File: config.mk
export PLATFORM = sky130hd
export DESIGN_NAME = if_fetch_unit_flat
export DESIGN_NICKNAME = d
export VERILOG_FILES = /design/src/rtl/if_fetch_unit_pkg.sv /design/src/rtl/if_fetch_unit_if.sv /design/src/rtl/if_fetch_perf.sv /design/src/rtl/if_fetch_unit.sv /design/src/flat_wrapper.sv
export SDC_FILE = /design/constraint.sdc
export NUM_CORES = 1
export LEC_CHECK = 0
export ABC_AREA = 1
export CAP_MARGIN = 20
export CORE_UTILIZATION = 45
export CTS_BUF_LIST = sky130_fd_sc_hd__clkbuf_2 sky130_fd_sc_hd__clkbuf_4 sky130_fd_sc_hd__clkbuf_8
export CTS_CLUSTER_DIAMETER = 80
export CTS_CLUSTER_SIZE = 28
export DETAILED_ROUTE_END_ITERATION = 16
export PLACE_DENSITY = 0.76
export SYNTH_ARGS = -nofsm -noshare
export SYNTH_HDL_FRONTEND = slang
export SYNTH_HIERARCHICAL = 1
export SYNTH_SLANG_ARGS = --single-unit
File: constraint.sdc
create_clock -name clk -period 15.1 [get_ports clk]
set_input_delay 3.02 -clock clk [delete_from_list [all_inputs] [get_ports clk]]
set_output_delay 3.02 -clock clk [all_outputs]
set_load 0.005 [all_outputs]
File: src/rtl/if_fetch_unit_pkg.sv
// Shared definitions for the instruction-fetch front end: state encoding,
// bus widths, the NOP word and the PC increment.
package if_fetch_unit_pkg;

    localparam int PC_SIZE   = 18;
    localparam int DATA_SIZE = 32;
    localparam int PC_INC    = 4;

    localparam logic [DATA_SIZE-1:0] NOP_WORD = '0;

    typedef enum logic [1:0] {
        ST_REQ,
        ST_HOLD,
        ST_DROP
    } fetch_state_e;

endpackage

File: src/rtl/if_fetch_unit_if.sv
// Instruction-cache request/response bundle; master = fetch unit, slave = cache.
interface if_fetch_unit_if #(
    parameter int pc_size   = if_fetch_unit_pkg::PC_SIZE,
    parameter int data_size = if_fetch_unit_pkg::DATA_SIZE
);

    logic                 im_req;
    logic [pc_size-1:0]   im_addr;
    logic                 im_ready;
    logic [data_size-1:0] im_rdata;

    modport master (output im_req, output im_addr, input im_ready, input im_rdata);
    modport slave  (input im_req, input im_addr, output im_ready, output im_rdata);

endinterface

File: src/rtl/if_fetch_perf.sv
// Fetch performance counters: instructions handed to IF/ID and cycles spent
// waiting on the cache. Both wrap; only built when IF_FETCH_PERF_EN is defined.
module if_fetch_perf (
    input  logic        clk,
    input  logic        rst,
    input  logic        fetch_fire,
    input  logic        miss_cycle,
    output logic [31:0] perf_fetches,
    output logic [31:0] perf_miss_cycles
);

    always_ff @(negedge clk or posedge rst) begin
        if (rst) begin
            perf_fetches     <= '0;
            perf_miss_cycles <= '0;
        end else begin
            if (fetch_fire) perf_fetches     <= perf_fetches + 32'd1;
            if (miss_cycle) perf_miss_cycles <= perf_miss_cycles + 32'd1;
        end
    end

endmodule

File: src/rtl/if_fetch_unit.sv
// Instruction-fetch front end: PC ownership, I-cache handshake, stall/redirect
// handling. Optional counters are built with IF_FETCH_PERF_EN.
module if_fetch_unit
    import if_fetch_unit_pkg::*;
#(
    parameter int pc_size   = PC_SIZE,
    parameter int data_size = DATA_SIZE
) (
    input  logic                 clk,
    input  logic                 rst,
    input  logic                 hold,
    input  logic                 redirect,
    input  logic [pc_size-1:0]   redirect_pc,
    if_fetch_unit_if.master      im,
    output logic [pc_size-1:0]   if_pc,
    output logic [data_size-1:0] if_ir,
    output logic                 fetch_valid
`ifdef IF_FETCH_PERF_EN
    ,
    output logic [31:0]          perf_fetches,
    output logic [31:0]          perf_miss_cycles
`endif
);

    fetch_state_e         state, state_nxt;
    logic [pc_size-1:0]   pc, pc_nxt;
    logic [pc_size-1:0]   req_addr, req_addr_nxt;
    logic [data_size-1:0] buf_ir, buf_ir_nxt;
    logic [pc_size-1:0]   pc_inc;

    logic                 req_c;
    logic [pc_size-1:0]   addr_c;
    logic [data_size-1:0] ir_c;
    logic                 valid_c;

    // Modular add: the PC wraps to 0 at the top of the address space.
    assign pc_inc = pc + pc_size'(PC_INC);

    always_ff @(negedge clk or posedge rst) begin
        if (rst) begin
            state    <= ST_REQ;
            pc       <= '0;
            req_addr <= '0;
            buf_ir   <= NOP_WORD;
        end else begin
            // NOTE: non-blocking so every register samples pre-edge values.
            state    <= state_nxt;
            pc       <= pc_nxt;
            req_addr <= req_addr_nxt;
            buf_ir   <= buf_ir_nxt;
        end
    end

    always_comb begin
        // NOTE: every output takes a default first so no path infers a latch.
        state_nxt    = state;
        pc_nxt       = pc;
        req_addr_nxt = req_addr;
        buf_ir_nxt   = buf_ir;
        req_c        = 1'b0;
        addr_c       = pc;
        ir_c         = NOP_WORD;
        valid_c      = 1'b0;

        unique case (state)
            ST_REQ: begin
                req_c = 1'b1;
                if (im.im_ready) begin
                    if (redirect) begin
                        pc_nxt = redirect_pc;
                    end else begin
                        valid_c = 1'b1;
                        ir_c    = im.im_rdata;
                        if (hold) begin
                            buf_ir_nxt = im.im_rdata;
                            state_nxt  = ST_HOLD;
                        end else begin
                            pc_nxt = pc_inc;
                        end
                    end
                end else if (redirect) begin
                    // Request already on the bus must complete at its original address.
                    req_addr_nxt = pc;
                    pc_nxt       = redirect_pc;
                    state_nxt    = ST_DROP;
                end
            end
            ST_HOLD: begin
                if (redirect) begin
                    pc_nxt    = redirect_pc;
                    state_nxt = ST_REQ;
                end else begin
                    valid_c = 1'b1;
                    ir_c    = buf_ir;
                    if (!hold) begin
                        pc_nxt    = pc_inc;
                        state_nxt = ST_REQ;
                    end
                end
            end
            ST_DROP: begin
                req_c  = 1'b1;
                addr_c = req_addr;
                if (redirect)    pc_nxt    = redirect_pc;
                if (im.im_ready) state_nxt = ST_REQ;
            end
            default: state_nxt = ST_REQ;
        endcase
    end

    // Outputs are forced quiet for the whole time reset is asserted.
    assign im.im_req   = rst ? 1'b0 : req_c;
    assign im.im_addr  = rst ? '0   : addr_c;
    assign if_ir       = rst ? NOP_WORD : ir_c;
    assign if_pc       = rst ? '0   : pc_inc;
    assign fetch_valid = rst ? 1'b0 : valid_c;

`ifdef IF_FETCH_PERF_EN
    if_fetch_perf u_perf (
        .clk              (clk),
        .rst              (rst),
        .fetch_fire       (fetch_valid && !hold),
        .miss_cycle       (im.im_req && !im.im_ready),
        .perf_fetches     (perf_fetches),
        .perf_miss_cycles (perf_miss_cycles)
    );
`endif

endmodule

File: src/flat_wrapper.sv
// flat-port wrapper written by rule: the top's interface ports become plain ports
module if_fetch_unit_flat import if_fetch_unit_pkg::*;
#(
    parameter int pc_size   = PC_SIZE,
    parameter int data_size = DATA_SIZE
)
  (clk, rst, hold, redirect, redirect_pc, if_pc, if_ir, fetch_valid, im_im_req, im_im_addr, im_im_ready, im_im_rdata);
  if_fetch_unit_if #(.pc_size(pc_size), .data_size(data_size)) im_i ();
  input  logic clk;
  input  logic rst;
  input  logic hold;
  input  logic redirect;
  input  logic [pc_size-1:0] redirect_pc;
  output logic [pc_size-1:0] if_pc;
  output logic [data_size-1:0] if_ir;
  output logic fetch_valid;
  output wire logic [$bits(im_i.im_req)-1:0] im_im_req;
  output wire logic [$bits(im_i.im_addr)-1:0] im_im_addr;
  input wire logic [$bits(im_i.im_ready)-1:0] im_im_ready;
  input wire logic [$bits(im_i.im_rdata)-1:0] im_im_rdata;
  assign im_im_req = im_i.im_req;
  assign im_im_addr = im_i.im_addr;
  assign im_i.im_ready = im_im_ready;
  assign im_i.im_rdata = im_im_rdata;
  if_fetch_unit #(.pc_size(pc_size), .data_size(data_size)) u_core (.clk(clk), .rst(rst), .hold(hold), .redirect(redirect), .redirect_pc(redirect_pc), .im(im_i), .if_pc(if_pc), .if_ir(if_ir), .fetch_valid(fetch_valid));
endmodule
Word-level counts from Yosys, hierarchy flattened
Index checks and enable logic that the tools add are counted.
Word-level totals
  output and inout port bits: 70
  word-level logic and storage cells: 47
  bits in registers: 70
Operators by class
  reductions and logical operators: 6
  add/sub/neg operators: 1
  bitwise operators: 2
  mux-type cells: 27
  eq/ne operators: 7
Operators by type and width (count)
  32-bit two-way mux: 4
  18-bit two-way mux: 7
  32-bit case mux with 2 select lines: 1
  18-bit case mux with 3 select lines: 1
  18-bit by 3-bit adder with 18-bit output (second input constant): 1
  2-bit two-way mux: 7
  3-bit inequality test (second input constant): 4
  2-bit case mux with 3 select lines: 1
  1-bit two-way mux: 5
  5-bit AND reduction: 1
  4-bit AND reduction: 1
  3-bit AND reduction: 1
  3-bit nonzero test: 1
  2-bit by 1-bit equality test with 1-bit output (second input constant): 1
  2-bit equality test (second input constant): 1
  2-bit zero test: 1
  2-bit inequality test (second input constant): 1
  1-bit NOT: 2
  1-bit case mux with 2 select lines: 1
  2-bit OR reduction: 1

Longest topological paths before layout
Gate-level depths: netlist of the first run.
  word-level depth: 5
  depth in mapped cells: 10
  mapped depth without buffers: 10

==> results.tsv, run 1 <==
stage	metric	value	unit
synthesis	avgSynthCellArea	6.72	um2
worst_setup_path	end_kind	output pin	
worst_setup_path	critical_path_class	reg -> out	
synthesis	syn_area	4470	um2
clocking	clk_latency	0.33	ns
global_route	grt_max_degree	68	
sta	setup_viol	0	
sta	hold_violations	0	
layout	final.fill_count	898	
clocking	clk_pin_slew	0.06	ns
routing	first_iter_violations	337	
clocking	cts_max_path_buffers	2	
floorplan	ios	125	
floorplan	fp.dieW	102	um
layout	antenna_cells	0	
worst_setup_path	cp-start-kind	flop	
routing	routed_wl	13000	um
power_and_ir_drop	p_total	1.02	mW
power_and_ir_drop	ir_drop	0.0000690	V
global_route	grtUsageTotal	0.259	
global_route	grt_overflow	0	
global_route	grt_pass1_wl	21300	um
sta	clock_skew	0.00707	ns
synthesis	synth_fp_nets	726	
synthesis	synthesis.instances	666	
layout	drive_gt1_frac	0.0542	
clocking	cts_made_buffers	9	
clocking	cts_setup_buffers	0	
worst_setup_path	critPathArrivalTime	10.27	ns
clocking	h-tree-depth	3	
placement	pre_cts_ws	1.80	ns
placement	gp_congestion	0.878	
routing	drc	0	
sta	rsz0062_at_grt	false	
placement	numPortBuffers	124	
sta	slew_violations	0	
routing	vias_per_cell	5.34	
routing	drtPass1Iterations	5	
worst_setup_path	cp_cell_sequence	inv_1 -> ha_1 -> inv_1 -> o21ai_0 -> a21oi_1 -> clkdlybuf4s50_1	
global_route	grt_pass1_vias	4477	
worst_setup_path	worst_ep_required_time	12.08	ns
floorplan	fp.dieH	102	um
placement	hpwl	9060	um
floorplan	dieArea	10300	um2
power_and_ir_drop	leakagePower	2.65	nW
synthesis	synth_warnings	6	
sta	worst_slew_pin_slew	1.00	ns
floorplan	start_util	0.462	
job	max-cap-violations	0	
sta	slew_headroom	0.332	
layout	syn2layout_area_growth	32.9	%
min_path	hp-class	reg -> reg	
sta	setup_tns	0	ns
floorplan	rows	36	
sta	fin_hold_ws	0.422	ns
layout	multiInputGateArea	2360	um2
layout	fin_nets	830	
synthesis	yosysSeqAreaShare	0.392	
clocking	clock-sinks	70	
worst_setup_path	slowest_delay	0.72	ns
layout	finish.utilization	0.614	
synthesis	yosysUniqueCellTypes	28	
global_route	antenna_found_initial	0	
routing	num_vias	4852	
power_and_ir_drop	power_density	172	nW/um2
floorplan	core_region_area	9680	um2
layout	seqCellArea	1750	um2
clocking	tritoncts	done	
clocking	cts_hold_buf	0	
worst_setup_path	cpMaxStageDelayCell	inv_1	
sta	setup_slack	1.81	ns
clocking	cts_resized	0	
worst_setup_path	crit_path_max_fanout	39	
routing	routedWlPerCell	14.3	um
synthesis	ys_seq_elements	70	
worst_setup_path	crit_top_cell	inv_1	
routing	drtAntennaViolNets	0	
run_status	outcome	finished clean	
clocking	clockRootBuffer	clkbuf_8	
[per-stage QoR]
stage,area (um2),instances
2_1_floorplan,4470,666
3_3_place_gp,5760,892
3_5_place_dp,5760,892
4_1_cts,5950,908
5_1_grt,5950,908
6_report,5950,908
[Yosys cell counts]
cell type,n,area share
nand2_1,211,0.18
a21oi_1,88,0.098
dfrtn_1,70,0.39
o21ai_0,69,0.077
inv_1,52,0.044
nand3_1,45,0.050
nor2_1,45,0.038
clkbuf_1,21,0.018
buf_2,13,0.015
mux2_2,8,0.020
nand4_1,6,0.0084
ha_1,5,0.014
nor2_2,4,0.0056
inv_2,3,0.0025
nand2_2,3,0.0042
o21ai_1,3,0.0034
o221ai_1,3,0.0059
xor2_1,3,0.0059
a211oi_1,2,0.0034
a31oi_1,2,0.0028
buf_4,2,0.0034
o31ai_1,2,0.0034
a21oi_2,1,0.0020
a22oi_1,1,0.0017
clkinv_1,1,0.00084
o211ai_1,1,0.0017
o22ai_1,1,0.0014
or2_1,1,0.0014
[worst max-delay path, delay by kind of cell (launching register included)]
| family | cells | cell delay, ns |
|---|---|---|
| compound gates | 2 | 0.35 |
| fa+ha+maj | 1 | 0.21 |
| buf+inv | 3 | 1.35 |
| flops | 1 | 0.47 |
[layer usage]
layer,global-route usage,share of wire
met3,0.0483,0.076
met1,0.355,0.45
met5,0,0
met2,0.414,0.47
met4,0.0847,0.011
[path summary, 6_finish.rpt]
path                                         from                 to  slack [ns]  depth (start not counted)
worst min register to register  u_core/buf_ir[20]  u_core/buf_ir[20]        0.42                          2
worst min-delay path            u_core/buf_ir[20]  u_core/buf_ir[20]        0.42                          2
worst max register to register    u_core/state[0]  u_core/buf_ir[25]       12.60                          7
min in group asynchronous                     rst  u_core/buf_ir[12]       10.52                          3
worst max-delay path              u_core/state[0]      im_im_addr[3]        1.81                          6
max in group asynchronous                     rst      u_core/pc[16]        3.45                          4
[layout make-up]
type / instances / area share
Sequential cell: 70 / 0.295
Clock buffer: 9 / 0.0208
Multi-Input combinational cell: 504 / 0.396
Timing Repair Buffer: 129 / 0.214
Tap cell: 133 / 0.0280
Clock inverter: 7 / 0.0105
Inverter: 56 / 0.0354
[placed cells by master, fill, tap and decap left out, drive strengths merged, types with 2 or more instances in the layout]
master         count
a211oi             2
a21oi             89
a31oi              2
buf                6
clkbuf             9
clkdlybuf4s50    123
clkinv             3
dfrtn             70
ha                 5
inv               59
mux2               8
nand2            214
nand3             45
nand4              6
nor2              49
o21ai             72
o221ai             3
o31ai              2
xor2               3
[cells by family (layout without fill, tap and decap cells)]
kind of cell / count (synthesis) / after routing / share of synthesized area
AOI/OAI and AO/OA: 173 / 173 / 0.201
xor gates and xnor gates: 3 / 3 / 0.00588
adders and majority gates: 5 / 5 / 0.0140
buffers and inverters: 92 / 201 / 0.0825
DFF: 70 / 70 / 0.392
muxes: 8 / 8 / 0.0201
and+or+nand+nor: 315 / 315 / 0.285
[power by group]
group | internal (mW) | total (mW) | switching, mW
clock | 0.0630 | 0.144 | 0.0813
combinational | 0.220 | 0.526 | 0.306
sequential | 0.287 | 0.353 | 0.0658
[sequential cells by signal, indices dropped and copies added, names as in the netlist]
name / flops
u_core/buf_ir: 32
u_core/pc: 18
u_core/req_addr: 18
u_core/state: 2
No activity file was read; power rests on OpenSTA's default activity.
==> inputs of run 2 (changes only) <==
--- a/config.mk
+++ b/config.mk
@@ -7,6 +7,7 @@
 export LEC_CHECK = 0
 export ABC_AREA = 1
 export CAP_MARGIN = 20
+export CORE_ASPECT_RATIO = 1.75
 export CORE_UTILIZATION = 45
 export CTS_BUF_LIST = sky130_fd_sc_hd__clkbuf_2 sky130_fd_sc_hd__clkbuf_4 sky130_fd_sc_hd__clkbuf_8
 export CTS_CLUSTER_DIAMETER = 80
@@ -17,3 +18,4 @@
 export SYNTH_HDL_FRONTEND = slang
 export SYNTH_HIERARCHICAL = 1
 export SYNTH_SLANG_ARGS = --single-unit
+export TNS_END_PERCENT = 5
==> results.tsv, run 2 (same netlist as run 1, synthesis figures left out) <==
stage	metric	value	unit	change
layout	reg_top3	u_core/buf_ir (32), u_core/pc (18), u_core/req_addr (18)		
clocking	cts_resized	0		unchanged
layout	finish.utilization	0.625		+0.0109
clocking	tritoncts	done		
placement	pre_cts_ws	2.08	ns	+0.273 ns
worst_setup_path	end_kind	output pin		
global_route	antenna_found_initial	0		unchanged
global_route	grt_max_degree	59		-13%
global_route	grtUsageTotal	0.260		+0.00130
worst_setup_path	crit_path_max_fanout	57		+46%
global_route	grt_pass1_wl	21500	um	+1.0%
clocking	cts_setup_buffers	0		unchanged
power_and_ir_drop	p_total	1.06	mW	+3.2%
power_and_ir_drop	leakagePower	2.68	nW	+0.89%
worst_setup_path	rr_startpoint	u_core/state[0]		
layout	largest_reg_flops	32		unchanged
worst_setup_path	r2r_slack	12.76	ns	+0.16 ns
sta	setup_viol	0		unchanged
routing	drc	0		unchanged
sta	hold_violations	0		unchanged
routing	num_vias	4915		+1.3%
sta	worst_slew_pin_slew	1.07	ns	+0.0655 ns
floorplan	ios	125		unchanged
placement	numPortBuffers	124		unchanged
floorplan	start_util	0.467		+0.00476
floorplan	dieArea	10400	um2	+0.15%
min_path	hp-start	u_core/buf_ir[16]		
power_and_ir_drop	power_density	176	nW/um2	+2.4%
floorplan	core_region_area	9590	um2	-1.0%
layout	final_common_cell	nand2_1		
sta	fin_hold_ws	0.421	ns	-0.00163 ns
routing	drtAntennaViolNets	0		unchanged
job	max-cap-violations	0		unchanged
placement	hpwl	9360	um	+3.3%
sta	slew_headroom	0.289		-0.0429
routing	drtPass1Iterations	5		unchanged
routing	routed_wl	13000	um	+0.33%
sta	setup_slack	1.93	ns	+0.126 ns
clocking	clockRootBuffer	clkbuf_8		
layout	final.fill_count	884		-1.6%
worst_setup_path	critPathArrivalTime	10.15	ns	-0.12 ns
layout	top_register	u_core/buf_ir		
floorplan	fp.dieH	134	um	+32%
placement	gp_congestion	0.890		+1.3%
run_status	outcome	finished clean		
worst_setup_path	cp-start-kind	flop		
sta	slew_violations	0		unchanged
global_route	grt_pass1_vias	4676		+4.4%
worst_setup_path	reg2reg_depth	6		-1
clocking	h-tree-depth	3		unchanged
clocking	clock-sinks	70		unchanged
clocking	clk_latency	0.34	ns	about the same
sta	setup_tns	0	ns	unchanged
routing	first_iter_violations	334		-0.89%
layout	antenna_cells	0		unchanged
sta	clock_skew	0.00516	ns	-0.00191 ns
routing	vias_per_cell	5.48		+2.5%
clocking	cts_made_buffers	9		unchanged
clocking	clk_pin_slew	0.05	ns	about the same
floorplan	rows	47		+31%
power_and_ir_drop	ir_drop	0.000117	V	+69%
worst_setup_path	worst_ep_required_time	12.08	ns	about the same
global_route	grt_overflow	0		unchanged
routing	routedWlPerCell	14.5	um	+1.6%
clocking	cts_hold_buf	0		unchanged
floorplan	fp.dieW	77.4	um	-24%
sta	rsz0062_at_grt	false		
clocking	cts_max_path_buffers	2		unchanged
min_path	hp-class	reg -> reg		
min_path	holdPathStages	2		unchanged
layout	most-common-layout-cells	211 x nand2_1, 123 x clkdlybuf4s50_1, 88 x a21oi_1, 70 x dfrtn_1, 69 x o21ai_0		
layout	drive_gt1_frac	0.0542		unchanged
layout	syn2layout_area_growth	33.9	%	
worst_setup_path	critical_path_class	reg -> out		
layout	fin_nets	830		unchanged
worst_setup_path	r2r_end	u_core/pc[5]		
min_path	holdPathEnd	u_core/buf_ir[16]		
## run 2: cell count changes in the layout (fill, tap and decap cells not counted), moves of 2 or more
cell,delta
clkinv_2,+3
clkinv_4,-2
bufinv_16,+2
inv_6,-3
## run 2: routing by layer
layer,share of wire,global-route usage
met3,0.057,0.0442
met2,0.53,0.454
met1,0.39,0.300
met5,0,0
met4,0.027,0.140
## run 2: cell type report
type / count / area [um2] / area share
Clock buffer: 10 / 138 / 0.0230
Clock inverter: 6 / 85.1 / 0.0142
Multi-Input combinational cell: 504 / 2360 / 0.394
Sequential cell: 70 / 1750 / 0.292
Timing Repair Buffer: 129 / 1290 / 0.216
Inverter: 56 / 211 / 0.0353
Tap cell: 122 / 153 / 0.0255
## run 2: worst max-delay path by stage
stage                          from                   to  slack [ns]  cells past startpoint
floorplan                       rst     u_core/buf_ir[0]        1.57                      3
global placement           redirect   u_core/req_addr[0]        2.16                      4
detailed placement         redirect  u_core/req_addr[14]        2.08                      4
CTS                 u_core/state[0]       im_im_addr[14]        1.82                      6
global route        u_core/state[1]            if_ir[16]        1.76                      8
finish              u_core/state[1]             if_ir[9]        1.93                      8
## run 2: metrics by stage
step,cell area [um2],instances
2_1_floorplan,4470,666
3_3_place_gp,5740,880
3_5_place_dp,5740,880
4_1_cts,5960,896
5_1_grt,5990,897
6_report,5990,897
## run 2: where the power goes
group | switching, mW | internal [mW]
Combinational | 0.306 | 0.228
Sequential | 0.0646 | 0.288
Clock | 0.0733 | 0.0968
## run 2: worst max-delay path, cell delays in order, from the launching register on
cell             delay, ns
dfrtn_1               0.37
inv_1                 0.11
ha_1                  0.19
nand2_1               0.12
nor2_4                0.11
buf_4                 0.48
nand2_1               0.10
a21oi_1               0.21
clkdlybuf4s50_1       0.55
==> inputs of run 3 (changes only) <==
--- a/config.mk
+++ b/config.mk
@@ -8,12 +8,14 @@
 export ABC_AREA = 1
 export CAP_MARGIN = 20
 export CORE_ASPECT_RATIO = 1.75
+export CORE_MARGIN = 3
 export CORE_UTILIZATION = 45
 export CTS_BUF_LIST = sky130_fd_sc_hd__clkbuf_2 sky130_fd_sc_hd__clkbuf_4 sky130_fd_sc_hd__clkbuf_8
 export CTS_CLUSTER_DIAMETER = 80
 export CTS_CLUSTER_SIZE = 28
 export DETAILED_ROUTE_END_ITERATION = 16
 export PLACE_DENSITY = 0.76
+export SLEW_MARGIN = 10
 export SYNTH_ARGS = -nofsm -noshare
 export SYNTH_HDL_FRONTEND = slang
 export SYNTH_HIERARCHICAL = 1
==> results.tsv, run 3 (same netlist as run 1, synthesis figures left out) <==
stage	metric	value	unit	change
worst_setup_path	worstSetupPathDepth	6		-2
layout	seqCellArea	1750	um2	unchanged
clocking	tritoncts	done		
clocking	h-tree-depth	3		unchanged
placement	hpwl	9590	um	+2.5%
sta	fin_hold_ws	0.418	ns	-0.00256 ns
layout	reg_top3	u_core/buf_ir (32), u_core/pc (18), u_core/req_addr (18)		
layout	largest_reg_flops	32		unchanged
layout	fin_cells	897		unchanged
clocking	cts_made_buffers	9		unchanged
floorplan	start_util	0.467		unchanged
global_route	grtUsageTotal	0.249		-0.0110
clocking	clk_latency	0.34	ns	about the same
placement	placed_cells	880		unchanged
routing	num_vias	4840		-1.5%
layout	finish.utilization	0.623		-0.00183
layout	postLayoutCellArea	5970	um2	-0.29%
worst_setup_path	end_kind	output pin		
min_path	holdPathStages	2		unchanged
worst_setup_path	cpMaxStageDelayCell	inv_1		
worst_setup_path	crit_buf_inv	3		unchanged
layout	final_common_cell	nand2_1		
layout	multiInputGateArea	2360	um2	unchanged
floorplan	core_region_area	9590	um2	unchanged
global_route	grt_pass1_wl	22000	um	+2.2%
sta	setup_tns	0	ns	unchanged
routing	first_iter_violations	376		+13%
global_route	antenna_found_initial	0		unchanged
sta	worst_slew_pin_slew	1.04	ns	-0.0236 ns
worst_setup_path	critical_path_class	reg -> out		
sta	slew_headroom	0.304		+0.0150
sta	hold_violations	0		unchanged
global_route	grt_max_degree	59		unchanged
clocking	cts_max_path_buffers	2		unchanged
worst_setup_path	worst_ep_required_time	12.08	ns	about the same
layout	drive_gt1_frac	0.0542		unchanged
global_route	grt_overflow	0		unchanged
routing	drc	0		unchanged
sta	clock_skew	0.00642	ns	+0.00127 ns
sta	slew_violations	0		unchanged
worst_setup_path	cp-start-kind	flop		
floorplan	rows	47		unchanged
sta	rsz0062_at_grt	false		
clocking	cts_resized	0		unchanged
routing	routedWlPerCell	14.7	um	+1.4%
clocking	cts_hold_buf	0		unchanged
layout	top_register	u_core/buf_ir		
placement	dpl-instance-area	5740	um2	unchanged
worst_setup_path	crit_path_max_fanout	39		-32%
floorplan	dieArea	11200	um2	+8.3%
layout	syn2layout_area_growth	33.5	%	
worst_setup_path	crit_top_cell	inv_1		
run_status	outcome	finished clean		
power_and_ir_drop	leakagePower	2.68	nW	about the same
min_path	hp-class	reg -> reg		
sta	setup_viol	0		unchanged
clocking	clockRootBuffer	clkbuf_8		
global_route	grt_pass1_vias	4699		+0.49%
routing	vias_per_cell	5.40		-1.5%
floorplan	ios	125		unchanged
power_and_ir_drop	ir_drop	0.0000865	V	-26%
clocking	clk_pin_slew	0.05	ns	about the same
layout	most-common-layout-cells	211 x nand2_1, 123 x clkdlybuf4s50_1, 88 x a21oi_1, 70 x dfrtn_1, 69 x o21ai_0		
layout	final.fill_count	897		+1.5%
worst_setup_path	reg2reg_depth	7		+1
worst_setup_path	cp_cell_sequence	inv_1 -> ha_1 -> inv_1 -> o21ai_0 -> a21oi_1 -> clkdlybuf4s50_1		
layout	fin_nets	830		unchanged
power_and_ir_drop	power_density	175	nW/um2	-0.54%
placement	gp_congestion	0.941		+5.7%
clocking	clock-sinks	70		unchanged
clocking	cts_setup_buffers	0		unchanged
floorplan	fp.dieW	81.4	um	+5.2%
job	max-cap-violations	0		unchanged
worst_setup_path	critical_path.top_delay_family	buffers and inverters		
placement	numPortBuffers	124		unchanged
routing	drtAntennaViolNets	0		unchanged
worst_setup_path	critPathArrivalTime	10.29	ns	+0.14 ns
routing	routed_wl	13200	um	+1.4%
routing	drtPass1Iterations	5		unchanged
floorplan	fp.dieH	138	um	+3.0%
worst_setup_path	slowest_delay	0.75	ns	+0.20 ns
layout	antenna_cells	0		unchanged
==> run 3: worst paths after layout <==
path	to	start	slack, ns
setup / recovery	im_im_addr[0]	u_core/state[0]	1.79
hold / removal	u_core/buf_ir[22]	u_core/buf_ir[22]	0.42
setup reg to reg	u_core/buf_ir[26]	u_core/state[0]	12.62
hold reg to reg	u_core/buf_ir[22]	u_core/buf_ir[22]	0.42
max in group asynchronous	u_core/req_addr[17]	rst	3.41
min in group asynchronous	u_core/buf_ir[9]	rst	10.64
==> run 3: routing by layer <==
layer	vias up	wire (um)	track usage
met2	170	6940	0.428
li1	2385	-	-
met1	2263	5290	0.305
met4	0	285	0.0883
met5	-	0	0
met3	22	708	0.0494
==> run 3: power by group <==
part	switching [mW]	internal (mW)
Sequential	0.0658	0.288
Combinational	0.303	0.221
Clock	0.0735	0.0972
Total	0.442	0.606
==> run 3: worst min-delay path, delay by kind of cell (launching register included) <==
family / cells / cell delay (ns)
flip-flops: 1 / 0.40
AND/OR/NAND/NOR: 2 / 0.10
==> run 3: final cells by class <==
cell class	count	area share
clock buffers	10	0.0230
well taps	122	0.0256
repair buffers	129	0.214
multi-input cells	504	0.395
clock inverters	6	0.0140
flip-flops and latches	70	0.293
inverters	56	0.0354
==> run 3: stage by stage <==
| stage | worst slack (ns) | power [mW] |
|---|---|---|
| 2_1_floorplan | 1.57 | 0.669 |
| 3_5_place_dp | 1.77 | 0.875 |
| 6_report | 1.79 | 1.05 |
| 4_1_cts | 1.74 | 1.05 |
| 5_1_grt | 1.52 | 1.15 |
| 3_3_place_gp | 1.83 | 0.854 |
